## src/rtl/branch_predictor_if.sv

```systemverilog
// branch_predictor_if: fetch lookup, EX training and statistics signals of the branch predictor
interface branch_predictor_if;
  logic [31:0] if_pc;
  logic        predict_taken;
  logic [31:0] predict_target;
  logic        ex_valid;
  logic [31:0] ex_pc;
  logic        ex_is_jump;
  logic        ex_taken;
  logic [31:0] ex_target;
  logic        ex_mispredict;
  logic [31:0] update_count;
  logic [31:0] mispredict_count;
  modport master (
    output if_pc, ex_valid, ex_pc, ex_is_jump, ex_taken, ex_target, ex_mispredict,
    input  predict_taken, predict_target, update_count, mispredict_count
  );
  modport slave (
    input  if_pc, ex_valid, ex_pc, ex_is_jump, ex_taken, ex_target, ex_mispredict,
    output predict_taken, predict_target, update_count, mispredict_count
  );
endinterface

```

## src/rtl/branch_predictor.sv

```systemverilog
// branch_predictor: direct-mapped BTB with 2-bit saturating counters and update/mispredict statistics
module branch_predictor #(
  parameter int ENTRIES = 16,
  localparam int INDEX_W = $clog2(ENTRIES),
  localparam int TAG_W = 30 - INDEX_W
) (
  input logic clk,
  input logic reset,
  branch_predictor_if.slave bp
);
  logic [ENTRIES-1:0] valid_q;
  logic [TAG_W-1:0]   tag_q [ENTRIES];
  logic [31:0]        tgt_q [ENTRIES];
  logic [1:0]         ctr_q [ENTRIES];
  logic [31:0]        upd_cnt_q, mis_cnt_q;
  logic [INDEX_W-1:0] l_idx, u_idx;
  logic [TAG_W-1:0]   l_tag, u_tag;
  logic               l_hit, u_hit;
  logic [1:0]         ctr_d, u_ctr;
  logic               unused;
  assign unused = ^{bp.if_pc[1:0], bp.ex_pc[1:0]};
  assign l_idx = bp.if_pc[INDEX_W+1:2];
  assign l_tag = bp.if_pc[31:INDEX_W+2];
  assign u_idx = bp.ex_pc[INDEX_W+1:2];
  assign u_tag = bp.ex_pc[31:INDEX_W+2];
  assign l_hit = valid_q[l_idx] && tag_q[l_idx] == l_tag;
  assign u_hit = valid_q[u_idx] && tag_q[u_idx] == u_tag;
  assign u_ctr = ctr_q[u_idx];
  assign bp.predict_taken = l_hit && ctr_q[l_idx][1];
  assign bp.predict_target = bp.predict_taken ? tgt_q[l_idx] : bp.if_pc + 32'd4;
  assign bp.update_count = upd_cnt_q;
  assign bp.mispredict_count = mis_cnt_q;
  always_comb begin
    ctr_d = bp.ex_is_jump ? 2'b11
          : bp.ex_taken   ? (u_ctr == 2'b11 ? 2'b11 : u_ctr + 2'd1)
          :                 (u_ctr == 2'b00 ? 2'b00 : u_ctr - 2'd1);
  end
  always_ff @(posedge clk) begin
    if (reset) begin
      valid_q <= '0;
      for (int i = 0; i < ENTRIES; i++) begin
        tag_q[i] <= '0;
        tgt_q[i] <= '0;
        ctr_q[i] <= 2'b01;
      end
      upd_cnt_q <= '0;
      mis_cnt_q <= '0;
    end else if (bp.ex_valid) begin
      if (u_hit) begin
        ctr_q[u_idx] <= ctr_d;
        if (bp.ex_is_jump || bp.ex_taken) tgt_q[u_idx] <= bp.ex_target;
      end else if (bp.ex_taken) begin
        valid_q[u_idx] <= 1'b1;
        tag_q[u_idx]   <= u_tag;
        tgt_q[u_idx]   <= bp.ex_target;
        ctr_q[u_idx]   <= bp.ex_is_jump ? 2'b11 : 2'b10;
      end
      upd_cnt_q <= upd_cnt_q + {31'd0, ~&upd_cnt_q};
      mis_cnt_q <= mis_cnt_q + {31'd0, bp.ex_mispredict && ~&mis_cnt_q};
    end
  end
endmodule
```

## src/flat_wrapper.sv

```systemverilog
// flat-port wrapper written by rule: the top's interface ports become plain ports
module branch_predictor_flat 
#(
  parameter int ENTRIES = 16,
  localparam int INDEX_W = $clog2(ENTRIES),
  localparam int TAG_W = 30 - INDEX_W
)
  (clk, reset, bp_if_pc, bp_ex_valid, bp_ex_pc, bp_ex_is_jump, bp_ex_taken, bp_ex_target, bp_ex_mispredict, bp_predict_taken, bp_predict_target, bp_update_count, bp_mispredict_count);
  branch_predictor_if bp_i ();
  input logic clk;
  input logic reset;
  input wire logic [$bits(bp_i.if_pc)-1:0] bp_if_pc;
  input wire logic [$bits(bp_i.ex_valid)-1:0] bp_ex_valid;
  input wire logic [$bits(bp_i.ex_pc)-1:0] bp_ex_pc;
  input wire logic [$bits(bp_i.ex_is_jump)-1:0] bp_ex_is_jump;
  input wire logic [$bits(bp_i.ex_taken)-1:0] bp_ex_taken;
  input wire logic [$bits(bp_i.ex_target)-1:0] bp_ex_target;
  input wire logic [$bits(bp_i.ex_mispredict)-1:0] bp_ex_mispredict;
  output wire logic [$bits(bp_i.predict_taken)-1:0] bp_predict_taken;
  output wire logic [$bits(bp_i.predict_target)-1:0] bp_predict_target;
  output wire logic [$bits(bp_i.update_count)-1:0] bp_update_count;
  output wire logic [$bits(bp_i.mispredict_count)-1:0] bp_mispredict_count;
  assign bp_i.if_pc = bp_if_pc;
  assign bp_i.ex_valid = bp_ex_valid;
  assign bp_i.ex_pc = bp_ex_pc;
  assign bp_i.ex_is_jump = bp_ex_is_jump;
  assign bp_i.ex_taken = bp_ex_taken;
  assign bp_i.ex_target = bp_ex_target;
  assign bp_i.ex_mispredict = bp_ex_mispredict;
  assign bp_predict_taken = bp_i.predict_taken;
  assign bp_predict_target = bp_i.predict_target;
  assign bp_update_count = bp_i.update_count;
  assign bp_mispredict_count = bp_i.mispredict_count;
  branch_predictor #(.ENTRIES(ENTRIES)) u_core (.clk(clk), .reset(reset), .bp(bp_i));
endmodule
```

## config.mk

```make
export PLATFORM = sky130hd
export DESIGN_NAME = branch_predictor_flat
export DESIGN_NICKNAME = d
export VERILOG_FILES = /design/src/rtl/branch_predictor_if.sv /design/src/rtl/branch_predictor.sv /design/src/flat_wrapper.sv
export SDC_FILE = /design/constraint.sdc
export NUM_CORES = 2
export LEC_CHECK = 0
export CAP_MARGIN = 0
export CORE_MARGIN = 3
export CORE_UTILIZATION = 35
export DETAILED_ROUTE_END_ITERATION = 12
export HOLD_SLACK_MARGIN = 0.06
export SETUP_SLACK_MARGIN = 0.3
export SLEW_MARGIN = 10
export SYNTH_ARGS = -nofsm -noshare
export SYNTH_HDL_FRONTEND = slang
export SYNTH_SLANG_ARGS = --single-unit
```

## constraint.sdc

```tcl
create_clock -name clk -period 6.9 [get_ports clk]
set_clock_uncertainty 0.05 [all_clocks]
set_input_delay 1.38 -clock clk [delete_from_list [all_inputs] [get_ports clk]]
set_output_delay 1.38 -clock clk [all_outputs]
set_load 0.1 [all_outputs]
```

==> impl_metrics.py <==
metrics = {
    "sta": {
        "hold_violations": 0,
        "fin_crit_sh_pct": 93.9,
        "max_slew_margin_pct": 18.8,
        "rsz0062_at_grt": "no",
        "fin_crit_ns": 6.48,
        "setup_viol": 0,
        "tns_ns": 0,
        "slew_viol_final": 0,
        "fmax_mhz": 154,
        "tightestPinTransition_ns": 1.21,
    },
    "floorplanning": {
        "die_y_um": 392,
        "fp-row-count": 141,
        "die_w_um": 392,
        "ios": 199,
        "core-area_mm2": 0.148,
        "dieArea_mm2": 0.154,
        "start_util_pct": 35.3,
    },
    "pwr": {
        "combPwrFrac_pct": 11.1,
        "pwr-share-clk_pct": 41.0,
        "p_total_w": 0.0153,
        "ir_drop_mv": 0.255,
        "p_leak_nw": 20.9,
        "p_seq_share_pct": 47.9,
        "p_sw_share_pct": 24.9,
        "p_switching_w": 0.00380,
        "powerDensity_mw_per_mm2": 248,
        "p_int_w": 0.0115,
    },
    "worst_setup_path": {
        "crit_chain": "buf_8 -> mux4_2 -> mux4_2 -> xnor2_1 -> nand4_1 -> buf_4 -> a2111o_1 -> nor3_2 -> and3_4 -> buf_12 -> mux2_2 -> buf_12",
        "crit_type": "primary input to primary output",
        "cp_max_fo": 39,
        "cp-start-kind": "primary input",
        "critPathCaptureType": "primary output",
        "arrival_ns": 5.05,
        "critPathMaxStageDelay_ns": 0.57,
        "crit_slowest_cell": "mux4_2",
        "critPathTopFamily": "multiplexers",
        "critical_path_buf_inv_count": 4,
        "required_ns": 5.47,
    },
    "final_layout": {
        "area_delta_synth_final_pct": 17.7,
        "drive_gt1_share_pct": 22.7,
        "n_fill_cell": 13300,
        "fin_cells": 5820,
        "final_common_cell": "edfxtp_1",
        "final_cell_mix": "edfxtp_1 (960), and2_1 (821), mux4_2 (360)",
        "fin_nets": 3881,
    },
    "clock_network": {
        "clk_pin_slew_ns": 0.06,
        "post_cts_buffers": 0,
        "htree_num_levels": 3,
        "clockBufferDepth": 3,
        "cts_hold_buf": 0,
        "numCtsBuffers": 114,
        "cts-root-buf": "clkbuf_16",
        "cts_tree": "built",
        "cts.sinks": 1040,
        "clock_latency_ns": 0.75,
    },
    "routing": {
        "drc": 0,
        "final_antenna_net_count": 0,
        "post_drt_wl_per_cell_um": 29.0,
        "avgViaCountPerCell": 5.60,
        "dr.pass1.iters": 6,
        "wirelength_mm": 169,
        "drtIter0Drc": 3501,
        "num_vias": 32600,
    },
    "grt": {
        "grt_pass1_vias": 32200,
        "antenna_found_initial": 22,
        "grt.total_usage_pct": 21.6,
        "overflow": 0,
        "grt_pass1_wl_mm": 238,
        "grt_max_degree": 82,
    },
    "logic_synthesis": {
        "synth_top_flop_cell": "edfxtp_1",
        "netlist_area_mm2": 0.0522,
        "ys_seq_elements": 1040,
        "synth_area_per_cell_um2": 14.5,
        "synth-seq-area-share_pct": 58.3,
        "synth_cell_types": 65,
        "synthArstFlopShare_pct": 0,
        "syn-num-nets": 3718,
        "synth_edf_count": 960,
        "yosys_warnings": 0,
        "syn_inst": 3611,
    },
    "worst_hold_path": {
        "hold_path.class": "flip-flop to flip-flop",
    },
    "placed_design": {
        "port_buffers": 196,
        "place_inst": 5586,
        "dp.final_hpwl_mm": 105,
        "place.gp.congestion": 0.862,
    },
    "run": {
        "cap_violations": 0,
    },
    "status": {
        "outcome": "finished, final reports clean",
    },
}
final cells by class:
| class | count | area (um2) | share of cell area, % |
|---|---|---|---|
| Inverter | 13 | 48.8 | 0.0794 |
| Clock buffer | 136 | 3030 | 4.93 |
| Sequential cell | 1040 | 30400 | 49.5 |
| Timing Repair Buffer | 383 | 4050 | 6.60 |
| Multi-Input combinational cell | 2222 | 20600 | 33.5 |
| Antenna cell | 18 | 45.0 | 0.0733 |
| Tap cell | 1930 | 2410 | 3.93 |
| Clock inverter | 78 | 818 | 1.33 |
logic make-up after synthesis:
family,synth area share (%)
adder cells (fa/ha/maj),0.120
XOR/XNOR,2.28
flip-flops,58.3
AO/OA/AOI/OAI,2.89
buffers and inverters,2.94
AND/OR/NAND/NOR,14.7
multiplexers,18.7
cell usage after synthesis, types with 3 or more instances:
master    instances  area [um2]
edfxtp_1        960       28800
and2_1          822        5140
mux4_2          360        8110
clkbuf_1        202         758
nor3_1          130         651
mux2i_1         125        1250
nor2_1          119         447
nand2_1         101         379
dfxtp_1          80        1600
xnor2_1          76         666
o21ai_0          63         315
buf_2            62         310
xor2_1           60         526
nand3_1          42         210
mux2_2           38         428
a21oi_1          33         165
and3_1           33         206
clkbuf_2         31         155
nand4_1          23         144
a22oi_1          22         165
a21o_1           18         135
buf_1            18        67.6
buf_4            17         128
or3_1            17         106
or2_2            16         100
nor2b_1          14        87.6
a21oi_4          10         163
a221oi_1         10        87.6
a22o_1            9        78.8
o22ai_1           9        56.3
inv_1             7        26.3
nor4_1            7        43.8
and4_1            6        52.6
buf_6             6        67.6
nand2b_1          6        37.5
a31oi_1           5        31.3
clkinv_1          5        18.8
ha_1              5        62.6
o211ai_1          4        30.0
o32ai_1           4        35.0
a41oi_1           3        26.3
o221ai_1          3        26.3
flip-flops by register name, indices dropped and copies added (netlist names):
signal and flops:
u_core.ctr_q 32, u_core.tgt_q 512, u_core.valid_q 16, u_core.bp.mispredict_count 32, u_core.bp.update_count 32, u_core.tag_q 416
routing by layer:
metal	GRT usage [%]	vias up	wire length [um]
met4	7.85	4	6090
li1	-	13900	-
met2	34.1	1477	79000
met5	0	-	31
met3	4.24	292	14600
met1	29.6	16900	68800
through the flow:
stage / util, % / instance area (um2) / worst slack [ns] / hold slack [ns]
global route: 41.5 / 61400 / 0.350 / 0.461
CTS: 41.4 / 61300 / 0.370 / 0.434
floorplan: - / 52200 / 0.635 / 0.393
finish: 41.5 / 61400 / 0.423 / 0.435
detailed placement: 38.8 / 57400 / 0.179 / 0.420
global placement: 38.8 / 57400 / 0.158 / 0.411
path summary, 6_finish.rpt:
kind                            slack [ns]                   end                 from  cells after the start
worst min-delay path                  0.43     u_core.valid_q[3]    u_core.valid_q[3]                      1
worst min register to register        0.43     u_core.valid_q[3]    u_core.valid_q[3]                      1
worst max-delay path                  0.42  bp_predict_target[6]          bp_if_pc[3]                     12
worst max register to register        2.04    u_core.tag_q[4][4]  u_core.tag_q[14][7]                     10
power groups by stage:
stage                     combinational, W  sequential [W]  clock, W
after floorplan                   0.000999         0.00741         0
after global placement             0.00168         0.00743         0
after detailed placement           0.00168         0.00744         0
after CTS                          0.00169         0.00731   0.00633
after global routing               0.00176         0.00734   0.00658
final                              0.00170         0.00731   0.00625
timing repair:
action / CTS / global route
pin swaps: 2 / 2
resized for setup: 4 / 9
cloned: 0 / 2
endpoints found under the setup margin: 30 / 31
No activity file was read; power rests on OpenSTA's default activity.
